==> src/rtl/muldiv_sequencer.sv <==
// Iterative MULT/MULTU/DIV/DIVU sequencer: one bit per cycle (shift-add multiply, restoring divide)
// with sign handling around an unsigned core. Results land in HI/LO on completion.
module muldiv_sequencer #(
    parameter int unsigned IO_BUS_WIDTH = 32,
    parameter int unsigned OP_BUS_WIDTH = 2
) (
    input  logic                    i_clk,
    input  logic                    i_reset,
    input  logic                    i_start,
    input  logic [OP_BUS_WIDTH-1:0] i_op,
    input  logic [IO_BUS_WIDTH-1:0] i_data_a,
    input  logic [IO_BUS_WIDTH-1:0] i_data_b,
    input  logic                    i_flush,
    output logic                    o_busy,
    output logic                    o_done,
    output logic [IO_BUS_WIDTH-1:0] o_hi,
    output logic [IO_BUS_WIDTH-1:0] o_lo,
    output logic                    o_div_zero
);

    localparam int unsigned N  = IO_BUS_WIDTH;
    localparam int unsigned CW = $clog2(N + 1);

    typedef enum logic [2:0] {
        S_IDLE,
        S_PREP,
        S_ITER,
        S_FIX,
        S_DONE
    } state_e;

    state_e                  state_q;
    logic [OP_BUS_WIDTH-1:0] op_q;
    logic [N-1:0]            a_q;
    logic [N-1:0]            b_q;
    logic [N-1:0]            opnd_q;
    logic [N-1:0]            hi_acc_q;
    logic [N-1:0]            lo_acc_q;
    logic [CW-1:0]           cnt_q;
    logic                    neg_lo_q;
    logic                    neg_hi_q;
    logic                    dz_acc_q;
    logic                    busy_q;
    logic                    done_q;
    logic [N-1:0]            hi_q;
    logic [N-1:0]            lo_q;
    logic                    div_zero_q;

    logic                    is_div;
    logic                    is_signed;
    logic [N-1:0]            mag_a;
    logic [N-1:0]            mag_b;
    logic [N:0]              mul_sum;
    logic [N:0]              div_shift;
    logic [N-1:0]            div_diff;
    logic                    div_ge;
    logic [2*N-1:0]          prod;
    logic [2*N-1:0]          prod_neg;
    logic [N-1:0]            iter_hi_d;
    logic [N-1:0]            iter_lo_d;
    logic [N-1:0]            fix_hi_d;
    logic [N-1:0]            fix_lo_d;

    // op[1] selects divide, op[0] selects unsigned
    assign is_div    = op_q[1];
    assign is_signed = ~op_q[0];

    assign mag_a = (is_signed && a_q[N-1]) ? N'(-a_q) : a_q;
    assign mag_b = (is_signed && b_q[N-1]) ? N'(-b_q) : b_q;

    assign mul_sum   = {1'b0, hi_acc_q} + (lo_acc_q[0] ? {1'b0, opnd_q} : (N+1)'(0));
    assign div_shift = {hi_acc_q, lo_acc_q[N-1]};
    assign div_ge    = (div_shift >= {1'b0, opnd_q});
    // Remainder is below the divisor whenever div_ge holds, so N bits suffice
    assign div_diff  = div_shift[N-1:0] - opnd_q;

    assign prod     = {hi_acc_q, lo_acc_q};
    assign prod_neg = (2*N)'(-prod);

    // One iteration step of the unsigned core
    always_comb begin
        iter_hi_d = mul_sum[N:1];
        iter_lo_d = {mul_sum[0], lo_acc_q[N-1:1]};
        if (is_div) begin
            iter_hi_d = div_ge ? div_diff : div_shift[N-1:0];
            iter_lo_d = {lo_acc_q[N-2:0], div_ge};
        end
    end

    // Sign restoration for the signed operations
    always_comb begin
        fix_hi_d = hi_acc_q;
        fix_lo_d = lo_acc_q;
        if (is_signed) begin
            if (is_div) begin
                if (neg_lo_q) fix_lo_d = N'(-lo_acc_q);
                if (neg_hi_q) fix_hi_d = N'(-hi_acc_q);
            end else if (neg_lo_q) begin
                {fix_hi_d, fix_lo_d} = prod_neg;
            end
        end
    end

    always_ff @(posedge i_clk) begin
        if (!i_reset) begin
            state_q    <= S_IDLE;
            op_q       <= '0;
            a_q        <= '0;
            b_q        <= '0;
            opnd_q     <= '0;
            hi_acc_q   <= '0;
            lo_acc_q   <= '0;
            cnt_q      <= '0;
            neg_lo_q   <= 1'b0;
            neg_hi_q   <= 1'b0;
            dz_acc_q   <= 1'b0;
            busy_q     <= 1'b0;
            done_q     <= 1'b0;
            hi_q       <= '0;
            lo_q       <= '0;
            div_zero_q <= 1'b0;
        end else begin
            done_q <= 1'b0;
            if (i_flush && state_q != S_IDLE) begin
                state_q <= S_IDLE;
                busy_q  <= 1'b0;
            end else begin
                case (state_q)
                    S_IDLE: begin
                        if (i_start && !i_flush) begin
                            op_q    <= i_op;
                            a_q     <= i_data_a;
                            b_q     <= i_data_b;
                            busy_q  <= 1'b1;
                            state_q <= S_PREP;
                        end
                    end
                    S_PREP: begin
                        if (is_div && b_q == '0) begin
                            hi_acc_q <= a_q;
                            lo_acc_q <= '1;
                            dz_acc_q <= 1'b1;
                            state_q  <= S_DONE;
                        end else begin
                            hi_acc_q <= '0;
                            lo_acc_q <= is_div ? mag_a : mag_b;
                            opnd_q   <= is_div ? mag_b : mag_a;
                            neg_lo_q <= is_signed & (a_q[N-1] ^ b_q[N-1]);
                            neg_hi_q <= is_signed & a_q[N-1];
                            dz_acc_q <= 1'b0;
                            cnt_q    <= CW'(N);
                            state_q  <= S_ITER;
                        end
                    end
                    S_ITER: begin
                        hi_acc_q <= iter_hi_d;
                        lo_acc_q <= iter_lo_d;
                        cnt_q    <= cnt_q - CW'(1);
                        if (cnt_q == CW'(1)) state_q <= S_FIX;
                    end
                    S_FIX: begin
                        hi_acc_q <= fix_hi_d;
                        lo_acc_q <= fix_lo_d;
                        state_q  <= S_DONE;
                    end
                    S_DONE: begin
                        hi_q       <= hi_acc_q;
                        lo_q       <= lo_acc_q;
                        div_zero_q <= dz_acc_q;
                        done_q     <= 1'b1;
                        busy_q     <= 1'b0;
                        state_q    <= S_IDLE;
                    end
                    default: begin
                        busy_q  <= 1'b0;
                        state_q <= S_IDLE;
                    end
                endcase
            end
        end
    end

    assign o_busy     = busy_q;
    assign o_done     = done_q;
    assign o_hi       = hi_q;
    assign o_lo       = lo_q;
    assign o_div_zero = div_zero_q;

endmodule

==> config.mk <==
export PLATFORM = sky130hd
export DESIGN_NAME = muldiv_sequencer
export DESIGN_NICKNAME = d
export VERILOG_FILES = /design/src/rtl/muldiv_sequencer.sv
export SDC_FILE = /design/constraint.sdc
export NUM_CORES = 1
export LEC_CHECK = 0
export CELL_PAD_IN_SITES_DETAIL_PLACEMENT = 1
export CELL_PAD_IN_SITES_GLOBAL_PLACEMENT = 1
export CORE_MARGIN = 1.5
export CORE_UTILIZATION = 40
export DETAILED_ROUTE_END_ITERATION = 10
export PLACE_DENSITY_LB_ADDON = 0.25
export SLEW_MARGIN = 20
export SYNTH_ARGS = -nofsm -noshare
export SYNTH_HDL_FRONTEND = slang
export SYNTH_SLANG_ARGS = --single-unit
==> constraint.sdc <==
create_clock -name i_clk -period 5.85 [get_ports i_clk]
set_input_delay 0.8775 -clock i_clk [delete_from_list [all_inputs] [get_ports i_clk]]
set_output_delay 0.8775 -clock i_clk [all_outputs]
set_load 0.01 [all_outputs]
Word level (Yosys, flattened, before mapping)
Cells that the tools add are included.
- register bits: 241
- bits of input ports: 70
- add/sub/neg operators: 8
- magnitude comparators: 1
- equal/unequal tests: 12
- muxes and demuxes: 30
- bitwise gates (word level): 8
- reductions and logical operators: 22
- operators with widths (kind ; number):
    2-to-1 mux 32 bit ; 18
    one-hot mux 32 bit (3 select lines) ; 2
    negation 32 bit ; 4
    negation 64 bit ; 1
    adder 32 x 32 -> 33 bit ; 1
    greater-or-equal comparator 33 x 32 -> 1 bit ; 1
    logical NOT 32 bit ; 1
    subtractor 32 bit ; 1
    one-hot mux 3 bit (4 select lines) ; 1
    one-hot mux 6 bit (2 select lines) ; 1
    != test 2 bit, second input constant ; 5
    2-to-1 mux 3 bit ; 3
    AND reduction 3 bit ; 3
    AND reduction 2 bit ; 4
    == test 3 x 2 -> 1 bit, second input constant ; 2
    == test 6 x 1 -> 1 bit, second input constant ; 1
    2-to-1 mux 6 bit ; 1
    != test 3 bit, second input constant ; 2
    nonzero test 3 bit ; 2
    subtractor 6 x 1 -> 6 bit, second input constant ; 1
    logical AND 1 bit ; 5
    inverter 1 bit ; 5
    AND reduction 5 bit ; 1
    AND reduction 4 bit ; 1
    other kinds (11) ; 14

Logic depth before layout (Yosys ltp)
Gate-level depths: netlist of the first run.
- depth after elaboration: 6
- depth in mapped cells: 14
- gate-level depth less buffers: 13

Worst setup path before layout of the first run
Ideal clock, no wire load.
- path type: register to register
- start: register hi_acc_q[22]
- end: register hi_acc_q[9]
- setup time: 0.070 ns
- arrival time: 3.045 ns
- slack: 2.735 ns
- cell stages (with the launch flop): 13
- path buffers: 3
- cell sequence: dfxtp_1 > ha_1 > clkbuf_1 > nand2_1 > o21ai_0 > a211oi_1 > o311ai_1 > nor2_1 > clkbuf_1 > clkbuf_1 > o311ai_0 > o21ai_0 > o2bb2ai_1
- longest elaborated chain between the ends: 4
- ends and longest elaborated chain (what ; RTL line ; text):
    from (decl) ; 37 ; logic [N-1:0] hi_acc_q;
    from (signal assigned) ; 140 ; hi_acc_q <= a_q;
    from (signal assigned) ; 156 ; hi_acc_q <= iter_hi_d;
    from (signal assigned) ; 162 ; hi_acc_q <= fix_hi_d;
    greater-or-equal comparator 33 x 32 -> 1 bit ; 73 ; assign div_ge = (div_shift >= {1'b0, opnd_q});
    2-to-1 mux 32 bit ; 85 ; iter_hi_d = div_ge ? div_diff : div_shift[N-1:0];
    2-to-1 mux 32 bit ; 84 ; if (is_div) begin
    one-hot mux 32 bit (3 select lines) ; 128 ; case (state_q)
No other way between the ends.
A chain may end at the register's enable or synchronous reset.

Final worst setup path of the first run
- start: register lo_acc_q[0]
- end: register hi_acc_q[30]
- longest elaborated chain between the ends: 5
- elaborated cells between the ends (all ways): 8
- those cells by class: 2 x add/sub; 6 x mux
- ends and longest elaborated chain (what ; RTL line ; text):
    from (decl) ; 38 ; logic [N-1:0] lo_acc_q;
    from (signal assigned) ; 146 ; lo_acc_q <= is_div ? mag_a : mag_b;
    from (signal assigned) ; 157 ; lo_acc_q <= iter_lo_d;
    from (signal assigned) ; 163 ; lo_acc_q <= fix_lo_d;
    negation 64 bit ; 78 ; assign prod_neg = (2*N)'(-prod);
    2-to-1 mux 32 bit ; 98 ; end else if (neg_lo_q) begin
    2-to-1 mux 32 bit ; 95 ; if (is_div) begin
    2-to-1 mux 32 bit ; 94 ; if (is_signed) begin
    one-hot mux 32 bit (3 select lines) (*) ; 128 ;
Mark *: on every way between the ends. The rest lies on a longest branch, timed or not. The select of a mux whose other input is x is not followed.

==> results list, run 1 <==
- In this run the power spent charging and discharging nets is 1800 uW.
* Highest fanout seen on the critical path: 20
- Sequential fraction of design power: 34.5%
* Type of the most critical hold path: reg -> reg
* Share of cells above drive strength 1: 4.52%
* Vias post-DR: 18823
- Die ar.: 44600 sq um
- Clock Sinks: 241
* GRT Util Overall: 33.5%
* Die Wd: 211 um
- The floorplan step set the die height to 211 um.
- Buffers added to address setup during post-CTS repair amount to 0.
- FP Rows: 76
- Number of antenna violations at the first check in global routing: 1
- Post-route clock skew: 0.0280 ns
- In the routed design, unresolved DRC markers number 0.
- Max-slew violation count: 0
- Clock tree synthesis selected as its root buffer the cell sky130_fd_sc_hd__clkbuf_16.
- The initial utilization of the core area, before any placement, comes to 40.4%.
* Logic gate share of total power: 25.4%
- Pre-antenna DRT Iters: 5
- VDD sags by at most 0.000220 V.
- Status: finished, final reports clean
- Pin count of the biggest net entering global routing: 135
- RSZ-0062 raised after global routing: false
- Max-cap viol count: 0
- Number of port buffers: 136
* Clock share of power: 40.1%
- Launching element type of the critical path: flop
- Synthesis instantiated 83 different standard cells from the library.
* Via count of the first global-routing pass: 18419
* Via density per instance: 6.14
- Post-synthesis net count: 2579
- Summing all placed instances gives a cell area of 19000 sq um.
- In this run the standard cell core region covers 42900 sq um.
- Accumulated negative setup slack: 0 ns
- Data on the critical path is required at its endpoint by 6.33 ns.
- Pwr Density: 257 nW/um^2
- Clock latency on the worst-skew pair, taken at its later pin, is 0.61 ns.
* Count of endpoints failing hold in the final timing report: 0
- CTS clk-pin slew, worst paths: 0.06 ns
- The synthesized netlist occupies a cell area of 17300 sq um.
* Achievable clock frequency: 0.227 GHz
* Antenna Nets Post-Route: 0
- Nature of the critical path endpoint: flop
* Proportion of synthesized flip-flops having asynchronous set or reset: 0%
- Final critical delay including setup and external delays: 4.40 ns
- Summing all multi-input logic gate instances after layout gives 11600 sq um.
* I/O pin cnt: 137
- For this run, the register share of the synthesized area comes to 27.8%.
- Data arrives at the worst endpoint at 4.89 ns.
- Overall Power: 5170 uW
* FF+latch count, synth: 241
* Fraction of the cycle the final worst path needs: 75.3%
- The first global-routing pass estimated 114 mm of wire.
- TritonCTS clock tree: built
- In the layout the commonest cells are sky130_fd_sc_hd__nand2_1, sky130_fd_sc_hd__a21oi_1, sky130_fd_sc_hd__dfxtp_1, sky130_fd_sc_hd__nor2_1, sky130_fd_sc_hd__clkdlybuf4s50_1.
- The repair_antennas step left the layout with diodes totalling 0.
- In this run the number of H-tree levels came out at 1.
- Number of enable flip-flop cells after synthesis: 0
* Final number of setup-violating endpoints: 0
* Max-Slew Margin vs Limit: 25.7%
- Number of hold buffers added after CTS: 0
- Each instance of the synthesized netlist takes up on average 7.11 sq um.
- Number of buffers created by CTS: 31
* Net switching fraction of the power: 34.8%
- Cell internal pwr: 3370 uW
- Synthesis Warnings: 0
- Synth Flop Type: sky130_fd_sc_hd__dfxtp_1
* Footprint of the flip-flops and latches: 4830 sq um
- For this block, the initial DRC count from the detailed router was 1547.
- Post_cts resized: 0
- Post-Syn Instances: 2437
- Count of placed standard cells including taps: 3007
- Detailed placement HPWL: 57.0 mm
- Fill cells in the final layout number 5367.
- The setup check on the worst reg-to-reg path leaves a slack of 1.45 ns.
* Detailed Route WL: 75.7 mm
- Placer Congestion: 0.981
- Relative to the synthesized area, the layout overhead comes to 16.0%.
- Leaving out filler cells and counting taps, the final layout contains 3065.
- Summed over all cells, the static leakage comes to 0.00746 uW.
- The critical path is of the reg -> reg type.
- Maximum number of buffers from clock root to sink: 3
- Most frequent standard cell in the layout excluding fill and tap cells: sky130_fd_sc_hd__nand2_1
- Post-route design area: 20100 sq um
- Mean routed wirelength per cell: 24.7 um
* Pin slew with the least headroom to its limit: 1.11 ns
* Sum of overflow across all layers after global routing: 0
- Final nets: 2597
-- layer usage --
metal / routed length [um] / GRT usage (%)
met5: 0 / 0
met4: 2510 / 10.9
met3: 5240 / 4.79
met2: 33300 / 51.8
met1: 34600 / 47.5
-- synth_stat cells, drive strengths merged, types with 21 or more instances --
master | count | share of area [%]
nand2 | 410 | 8.9
nor4 | 25 | 0.94
nor2b | 21 | 0.76
o21a | 22 | 0.95
o21ai | 143 | 4.1
dfxtp | 241 | 28
xnor2 | 85 | 4.3
mux2i | 41 | 2.4
a21oi | 309 | 9.0
a31oi | 32 | 1.2
ha | 70 | 5.1
a21o | 29 | 1.3
o211ai | 47 | 2.0
nand3 | 48 | 1.4
clkbuf | 162 | 3.5
nor2 | 210 | 4.6
nor3 | 62 | 1.9
inv | 70 | 1.5
xor2 | 62 | 3.1
o31ai | 22 | 0.95
a221oi | 23 | 1.2
a211oi | 35 | 1.5
-- area by class of cell --
cell class                 instances  area share, %
multi-input combinational       1945           57.6
sequential                       241           24.0
clock inverter                    19           1.29
clock buffer                      39           4.16
inverter                          71           1.35
tap                              585           3.64
timing repair buffer             165           7.89
-- logic make-up after synthesis --
group	synth area share, %
DFF	27.8
muxes	2.37
and+or+nand+nor	23.7
AOI/OAI and AO/OA	27.9
adders and majority gates	5.28
xor gates and xnor gates	7.43
buffers and inverters	5.51
-- worst paths after layout --
check	startpoint	endpoint	cells after the start
max	lo_acc_q[0]$_SDFFE_PN0P_	hi_acc_q[30]$_SDFFE_PN0P_	12
min reg2reg	o_hi[6]$_SDFFE_PN0P_	o_hi[6]$_SDFFE_PN0P_	2
min	o_hi[6]$_SDFFE_PN0P_	o_hi[6]$_SDFFE_PN0P_	2
max reg2reg	lo_acc_q[0]$_SDFFE_PN0P_	hi_acc_q[30]$_SDFFE_PN0P_	12
-- sequential cells by signal (all words and copies together), names as in the netlist --
name / flops
o_div_zero: 1
dz_acc_q: 1
neg_lo_q: 1
o_lo: 32
o_busy: 1
a_q: 32
cnt_q: 6
b_q: 32
o_hi: 32
state_q: 3
lo_acc_q: 32
hi_acc_q: 32
neg_hi_q: 1
o_done: 1
op_q: 2
opnd_q: 32
-- power groups by stage --
stage                     Combinational (uW)  Sequential [uW]  Clock, uW
after floorplan                          862             1760          0
after global placement                  1260             1810          0
after detailed placement                1270             1820          0
after CTS                               1280             1780       2100
after global routing                    1410             1790       2160
final                                   1310             1790       2080
-- through the flow --
stage,setup WS (ns),utilization (%),hold slack [ns]
floorplan,2.73,-,0.428
detailed placement,1.57,44.3,0.446
global route,1.15,46.9,0.474
CTS,1.52,46.9,0.452
global placement,1.67,44.3,0.441
finish,1.45,46.9,0.451
-- critical path, stage by stage, from the launching register on --
cell	delay [ns]
sky130_fd_sc_hd__dfxtp_1	0.46
sky130_fd_sc_hd__clkinv_1	0.67
sky130_fd_sc_hd__nor2_1	0.30
sky130_fd_sc_hd__ha_1	0.27
sky130_fd_sc_hd__o21ai_0	0.15
sky130_fd_sc_hd__o21ai_0	0.24
sky130_fd_sc_hd__o2111ai_1	0.30
sky130_fd_sc_hd__a211oi_1	0.53
sky130_fd_sc_hd__o21ai_0	0.30
sky130_fd_sc_hd__nor2b_1	0.24
sky130_fd_sc_hd__o31ai_1	0.37
sky130_fd_sc_hd__xor2_1	0.12
sky130_fd_sc_hd__a221o_1	0.30
Note: power is estimated with default switching activity, not from simulation.
==> run 2, diff against run 1 <==
--- a/config.mk
+++ b/config.mk
@@ -8,7 +8,7 @@
 export CELL_PAD_IN_SITES_DETAIL_PLACEMENT = 1
 export CELL_PAD_IN_SITES_GLOBAL_PLACEMENT = 1
 export CORE_MARGIN = 1.5
-export CORE_UTILIZATION = 40
+export CORE_UTILIZATION = 39
 export DETAILED_ROUTE_END_ITERATION = 10
 export PLACE_DENSITY_LB_ADDON = 0.25
 export SLEW_MARGIN = 20
==> constraint.sdc (replaced) <==
create_clock -name i_clk -period 4 [get_ports i_clk]
set_input_delay 0.6 -clock i_clk [delete_from_list [all_inputs] [get_ports i_clk]]
set_output_delay 0.6 -clock i_clk [all_outputs]
set_load 0.01 [all_outputs]
==> results list, run 2 (same netlist as run 1, synthesis figures left out) <==
- The number of max-slew violations in the final report came to 0 (unchanged).
* Max-Slew Margin vs Limit: 47.8% (+22 points)
- The minimum setup slack among reg-to-reg paths is 0.22 ns (-1.22 ns).
- Detailed Route WL: 79.0 mm (+4.3%)
* Maximum number of buffers from clock root to sink: 3 (unchanged)
- The worst register-to-register path begins at lo_acc_q[0]$_SDFFE_PN0P_.
- Placer Congestion: 0.993 (+1.2%)
- Pre-antenna DRT Iters: 6 (+1)
- The number of vias in the routed layout came to 19219 (+2.1%).
- The quantity of gates resized following cts came to 0 (unchanged).
- WHS Path Cells: 2 (unchanged)
* Antenna Nets Post-Route: 0 (unchanged)
- The leakage power of the design is 0.00778 uW (+4.2%).
* Filler cell count: 5570 (+3.8%)
- Area delta synth->final: 18.8%
* Worst path required time: 4.55 ns (-1.78 ns)
* Pin count of the biggest net entering global routing: 75 (-44%)
* Die Y-Extent: 214 um (+1.3%)
- Max-cap viol count: 0 (unchanged)
* Terminating pin of the worst hold path: o_hi[1]$_SDFFE_PN0P_
- Detailed placement HPWL: 60.0 mm (+5.4%)
* I/O pin cnt: 137 (unchanged)
* Arrival time of data at the critical path endpoint: 4.33 ns (-0.56 ns)
* Post-route clock skew: 0.0130 ns (-0.0150 ns)
* Number of buffers created by CTS: 29 (-6.5%)
* Highest fanout seen on the critical path: 20 (unchanged)
- DRC marker count from the first detailed-route iteration: 1484 (-4.1%)
* Type of the most critical hold path: reg -> reg
- The final net count was 2666 (+2.7%).
* RR Endpoint: hi_acc_q[24]$_SDFFE_PN0P_
- Final setup slack of the worst path: 0.222 ns (-1.22 ns)
* Accumulated negative setup slack: 0 ns (unchanged)
* N_diodes: 0 (unchanged)
* RSZ-0062 raised after global routing: false
* Pin slew with the least headroom to its limit: 0.761 ns (-0.349 ns)
* Final non-filler cell total: 3139 (+2.4%)
- Number of port buffers: 136 (unchanged)
- The core outline area came to 44000 sq um (+2.7%).
* Start-to-end type of the worst setup path: reg -> reg
- Count of placed standard cells including taps: 3085 (+2.6%)
- The areal power density over the cells came to 358 nW/um^2 (+39%).
* Fraction of the cycle the final worst path needs: 94.4% (+19 points)
- The worst ir drop on vdd came to 0.000374 V (+70%).
- The total setup violations reported at the end of the flow was 0 (unchanged).
- Most frequent cells in the layout: sky130_fd_sc_hd__nand2_1, sky130_fd_sc_hd__a21oi_1, sky130_fd_sc_hd__dfxtp_1, sky130_fd_sc_hd__nor2_1, sky130_fd_sc_hd__clkdlybuf4s50_1
- Via count of the first global-routing pass: 18982 (+3.1%)
- Status: finished, final reports clean
* Overall Power: 7370 uW (+42%)
- Number of antenna violations at the first check in global routing: 4 (+3)
* Worst Min Path Start: o_hi[1]$_SDFFE_PN0P_
- TritonCTS clock tree: built
- The library cell used most frequently in the layout, excluding fill and tap cells, is sky130_fd_sc_hd__nand2_1.
- The clock-pin slew on the worst setup and hold paths is 0.07 ns (about the same).
- Via density per instance: 6.12 (-0.30%)
- H-tree levels: 1 (unchanged)
- The area enclosed by the die boundary is 45700 sq um (+2.5%).
- The count of hold buffers inserted by post-cts repair is 0 (unchanged).
- Sum of overflow across all layers after global routing: 0 (unchanged)
- Number of setup buffers added after CTS: 0 (unchanged)
- The effective utilization at floorplan is 39.4% (-1.0 points).
* Mean routed wirelength per cell: 25.2 um (+1.9%)
* Achievable clock frequency: 0.265 GHz (+17%)
- The first-pass GRT wire length is 118 mm (+3.1%).
- The total routing resource utilization after global routing is 34.2% (+0.76 points).
- Clock latency on the worst-skew pair: 0.61 ns (about the same)
- Clock tree synthesis selected as its root buffer the cell sky130_fd_sc_hd__clkbuf_16.
- The width of the die was 214 um (+1.3%).
- The post-route cell area came to 20600 sq um (+2.4%).
- The worst setup path is launched from a flop.
- Depth of the most critical reg-to-reg path: 15 (+3)
- Share of cells above drive strength 1: 6.99% (+2.5 points)
- The clock sink total is 241 (unchanged).
* Remaining design rule violation count: 0 (unchanged)
- Final critical delay including setup and external delays: 3.78 ns (-0.626 ns)
- Pre-CTS WS: 0.221 ns (-1.35 ns)
* Total cell area at the placement stage: 19600 sq um (+3.2%)
* FP Rows: 77 (+1.3%)
* Count of endpoints failing hold in the final timing report: 0 (unchanged)
* Nature of the critical path endpoint: flop
## run 2: cell types whose count changed in the layout (fill, tap and decap cells not counted), sizes merged
cell      delta
buf         +71
bufinv       -4
clkbuf       +4
clkinv       -1
clkinvlp     +1
inv          -4
## run 2: stage by stage
stage,hold slack (ns),util (%)
after CTS,0.454,46.8
after detailed placement,0.446,44.6
after global placement,0.442,44.6
after global routing,0.473,46.8
after floorplan,0.428,-
final,0.450,46.8
## run 2: worst max-delay path by stage
stage	from	endpoint	slack (ns)	cells past startpoint
after floorplan	hi_acc_q[22]$_SDFFE_PN0P_	hi_acc_q[9]$_SDFFE_PN0P_	0.88	12
after global placement	hi_acc_q[22]$_SDFFE_PN0P_	hi_acc_q[12]$_SDFFE_PN0P_	0.44	11
after detailed placement	lo_acc_q[0]$_SDFFE_PN0P_	hi_acc_q[24]$_SDFFE_PN0P_	0.22	14
after CTS	lo_acc_q[0]$_SDFFE_PN0P_	hi_acc_q[24]$_SDFFE_PN0P_	0.22	14
after global routing	lo_acc_q[0]$_SDFFE_PN0P_	hi_acc_q[30]$_SDFFE_PN0P_	0.08	16
final	lo_acc_q[0]$_SDFFE_PN0P_	hi_acc_q[24]$_SDFFE_PN0P_	0.22	15
## run 2: critical path: stages (launching register included)
cell and delay [ns]:
sky130_fd_sc_hd__dfxtp_1 0.42, sky130_fd_sc_hd__clkinv_1 0.15, sky130_fd_sc_hd__buf_12 0.18, sky130_fd_sc_hd__nor2_1 0.14
sky130_fd_sc_hd__ha_1 0.24, sky130_fd_sc_hd__o21ai_0 0.14, sky130_fd_sc_hd__o21ai_0 0.24, sky130_fd_sc_hd__o2111ai_1 0.28
sky130_fd_sc_hd__buf_4 0.23, sky130_fd_sc_hd__a311oi_1 0.26, sky130_fd_sc_hd__buf_4 0.18, sky130_fd_sc_hd__a41oi_1 0.22
sky130_fd_sc_hd__a2111oi_1 0.57, sky130_fd_sc_hd__nor3_1 0.13, sky130_fd_sc_hd__nor4_1 0.21, sky130_fd_sc_hd__a211o_1 0.15
## run 2: layout make-up
cell class,instances,area (sq um),share of cell area (%)
clock buffer,43,858,4.17
sequential,241,4830,23.4
clock inverter,11,104,0.504
inverter,71,272,1.32
tap,592,741,3.60
timing repair buffer,236,2190,10.7
multi-input combinational,1945,11600,56.3
## run 2: layer usage
layer / routed length (um) / track usage (%) / vias up / share of wire [%]
met5: 50 / 0 / - / 0.063
met4: 3930 / 15.4 / 8 / 5.0
met3: 5910 / 6.97 / 193 / 7.5
met2: 34400 / 53.5 / 721 / 44
met1: 34700 / 45.4 / 9403 / 44
li1: - / - / 8894 / -
## run 2: report_power, final
part,internal (uW),leakage (uW),switching (uW)
clock,1550,0.000474,1180
sequential,2470,0.00195,125
combinational,737,0.00535,1310
total,4750,0.00778,2610
==> run 3, diff against run 2 <==
--- a/config.mk
+++ b/config.mk
@@ -8,10 +8,10 @@
 export CELL_PAD_IN_SITES_DETAIL_PLACEMENT = 1
 export CELL_PAD_IN_SITES_GLOBAL_PLACEMENT = 1
 export CORE_MARGIN = 1.5
-export CORE_UTILIZATION = 39
+export CORE_UTILIZATION = 40
 export DETAILED_ROUTE_END_ITERATION = 10
+export DONT_BUFFER_PORTS = 1
 export PLACE_DENSITY_LB_ADDON = 0.25
-export SLEW_MARGIN = 20
 export SYNTH_ARGS = -nofsm -noshare
 export SYNTH_HDL_FRONTEND = slang
 export SYNTH_SLANG_ARGS = --single-unit
==> results list, run 3 (same netlist as run 1, synthesis figures left out) <==
- The average detailed-routed wire length per instance is 24.7 um (-2.0%).
- Overall Power: 7250 uW (-1.6%)
* Largest stage delay on the critical path: 0.57 ns (about the same)
- The width of the die was 211 um (-1.2%).
- Pin count of the biggest net entering global routing: 151 (+100%)
- TritonCTS built the clock tree.
* Footprint of the flip-flops and latches: 4830 sq um (unchanged)
- Via density per instance: 6.22 (+1.7%)
- The core outline area was 42900 sq um (-2.6%).
- Die ar.: 44600 sq um (-2.5%)
- The largest fanout of any net on the critical path came to 16 (-20%).
- The number of inserted filler cells in the final layout is 5389 (-3.2%).
- Max-Slew Margin vs Limit: 28.0% (-20 points)
* H-tree levels: 1 (unchanged)
- GRT Util Overall: 32.6% (-1.6 points)
- The required time at the endpoint of the critical path came to 4.49 ns (-0.06 ns).
- The count of maximum capacitance violations came to 0 (unchanged).
- The first-pass GRT wire length came to 112 mm (-4.8%).
- Hold_ws: 0.114 ns (-0.336 ns)
- Pre-antenna DRT Iters: 6 (unchanged)
* Cell internal pwr: 4720 uW (-0.76%)
* Count of placed standard cells including taps: 2938 (-4.8%)
- The critical path is of the reg -> reg type.
- RSZ-0062 raised after global routing: false
- The relative contribution of combinational cells to total power was 27.4% (-0.4 points).
* Most frequent cells in the layout: sky130_fd_sc_hd__nand2_1, sky130_fd_sc_hd__a21oi_1, sky130_fd_sc_hd__dfxtp_1, sky130_fd_sc_hd__nor2_1, sky130_fd_sc_hd__o21ai_0
- Remaining design rule violation count: 0 (unchanged)
- Nature of the critical path endpoint: flop
- I/O pin cnt: 137 (unchanged)
* Share of cells above drive strength 1: 7.28% (+0.29 points)
- Area delta synth->final: 10.7%
- Post-route clock skew: 0.0629 ns (+0.0499 ns)
- The clock-pin slew on the worst setup and hold paths was 0.07 ns (about the same).
* Launching element type of the critical path: flop
* Final critical delay including setup and external delays: 3.81 ns (+0.0370 ns)
- Peak supply drop: 0.000338 V (-9.5%)
- Antenna Nets Post-Route: 0 (unchanged)
* Die Y-Extent: 211 um (-1.2%)
* Most frequent standard cell in the layout excluding fill and tap cells: sky130_fd_sc_hd__nand2_1
- The run finished with clean final reports.
- Fraction of the cycle the final worst path needs: 95.4% (+0.93 points)
* Number of hold buffers added after CTS: 0 (unchanged)
* Initial core utilization: 40.4% (+1.0 points)
- Detailed placement HPWL: 55.6 mm (-7.4%)
- The number of buffers added by the clock tree synthesis step was 28 (-3.4%).
- Sum of overflow across all layers after global routing: 0 (unchanged)
- Arrival time of data at the critical path endpoint: 4.30 ns (-0.03 ns)
- Count of endpoints failing hold in the final timing report: 0 (unchanged)
* Max-slew violation count: 0 (unchanged)
- The sum of negative setup slack is 0 ns (unchanged).
* N_diodes: 0 (unchanged)
* Achievable clock frequency: 0.262 GHz (-0.97%)
- The switching share of power was 34.9% (-0.57 points).
- The number of DRC markers in iteration 0 came to 1316 (-11%).
* Multi-input gate area: 11600 sq um (unchanged)
- Placer Congestion: 0.975 (-1.8%)
- Fraction of the core area covered by cells at the end of the flow: 44.8% (-2.0 points)
- The post-detailed-routing wire length came to 73.8 mm (-6.6%).
- Slowest library cell on the worst path: sky130_fd_sc_hd__nor2_4
* Leakage power figure: 0.00724 uW (-6.9%)
- Cell at the root of the clock tree: sky130_fd_sc_hd__clkbuf_16
- The via count of the first global-routing pass came to 18274 (-3.7%).
- The number of buffers inserted by port buffering came to 0 (-100%).
- Pin slew with the least headroom to its limit: 1.08 ns (+0.319 ns)
* Maximum number of buffers from clock root to sink: 3 (unchanged)
- The relative contribution of the clock network to total power was 37.0% (about the same).
* Pwr Density: 378 nW/um^2 (+5.6%)
- The final net count was 2528 (-5.2%).
- The initial antenna violation count is 1 (-3).
- The non-filler instance count after layout came to 2990 (-4.7%).
- The total setup violations reported at the end of the flow is 0 (unchanged).
- The clock sink total came to 241 (unchanged).
- FP Rows: 76 (-1.3%)
- The switching power came to 2530 uW (-3.2%).
- The latest clock arrival within the worst-skew pair was 0.62 ns (about the same).
- CP cell instances: inv_1 > ha_1 > a21oi_1 > o221ai_1 > a311oi_1 > o311ai_2 > nor2_4 > mux2i_1 > o21ai_0 > o21ai_0 > a21oi_1
* Sequential fraction of design power: 35.6% (+0.4 points)
* Vias post-DR: 18609 (-3.2%)
* Type of the most critical hold path: in -> reg
## run 3: cell count changes in the layout (fill, tap and decap cells not counted), sizes merged
cell / previous run / this run
clkdlybuf4s50: 135 / 0
clkbuf: 43 / 38
buf: 101 / 99
clkinv: 8 / 6
clkinvlp: 2 / 4
bufinv: 1 / 2
inv: 71 / 70
## run 3: final cells by class
cell class / instances / share of cell area, %
Sequential cell: 241 / 25.2
Timing Repair Buffer: 99 / 4.20
Tap cell: 585 / 3.81
Clock inverter: 11 / 0.737
Inverter: 71 / 1.43
Clock buffer: 38 / 4.22
Multi-Input combinational cell: 1945 / 60.4
## run 3: through the flow
| step | worst slack [ns] | instance area, sq um |
|---|---|---|
| floorplan | 0.885 | 17300 |
| global placement | 0.262 | 18200 |
| detailed placement | 0.128 | 18200 |
| CTS | 0.0986 | 19200 |
| global route | 0.0253 | 19200 |
| finish | 0.185 | 19200 |
## run 3: metal layers
layer	part of all wire (%)	vias to the layer above	wire length, um	GRT usage, %
met5	0.018	-	13	0
met4	4.4	2	3280	13.5
met3	6.9	150	5060	4.61
met2	44	677	32200	50.3
met1	45	9173	33200	45.4
li1	-	8607	-	-
## run 3: what timing repair did
item / in CTS / in global routing
buffers inserted: 0 / 3
setup endpoints to repair: 0 / 7
gates resized for setup: 0 / 3
## run 3: power groups by stage
stage	Combinational (uW)	Sequential [uW]	Clock, uW
after global routing	2130	2590	2820
after detailed placement	1930	2630	0
after CTS	1940	2580	2720
after global placement	1890	2620	0
final	1990	2580	2680
after floorplan	1260	2580	0
## run 3: path summary, 6_finish.rpt
kind	cells past startpoint	startpoint	slack, ns	endpoint
setup reg to reg	11	opnd_q[16]$_SDFFE_PN0P_	0.19	hi_acc_q[2]$_SDFFE_PN0P_
hold reg to reg	2	opnd_q[20]$_SDFFE_PN0P_	0.46	opnd_q[20]$_SDFFE_PN0P_
setup / recovery	11	opnd_q[16]$_SDFFE_PN0P_	0.19	hi_acc_q[2]$_SDFFE_PN0P_
hold / removal	2	i_data_b[0]	0.11	b_q[0]$_SDFFE_PN0P_
## run 3: critical path, delay by kind of cell (launching register included)
family,cells,cell delay (ns)
flops,1,0.34
fa+ha+maj,1,0.46
buf+inv,1,0.12
simple gates,1,0.57
mux,1,0.16
compound gates,7,2.02
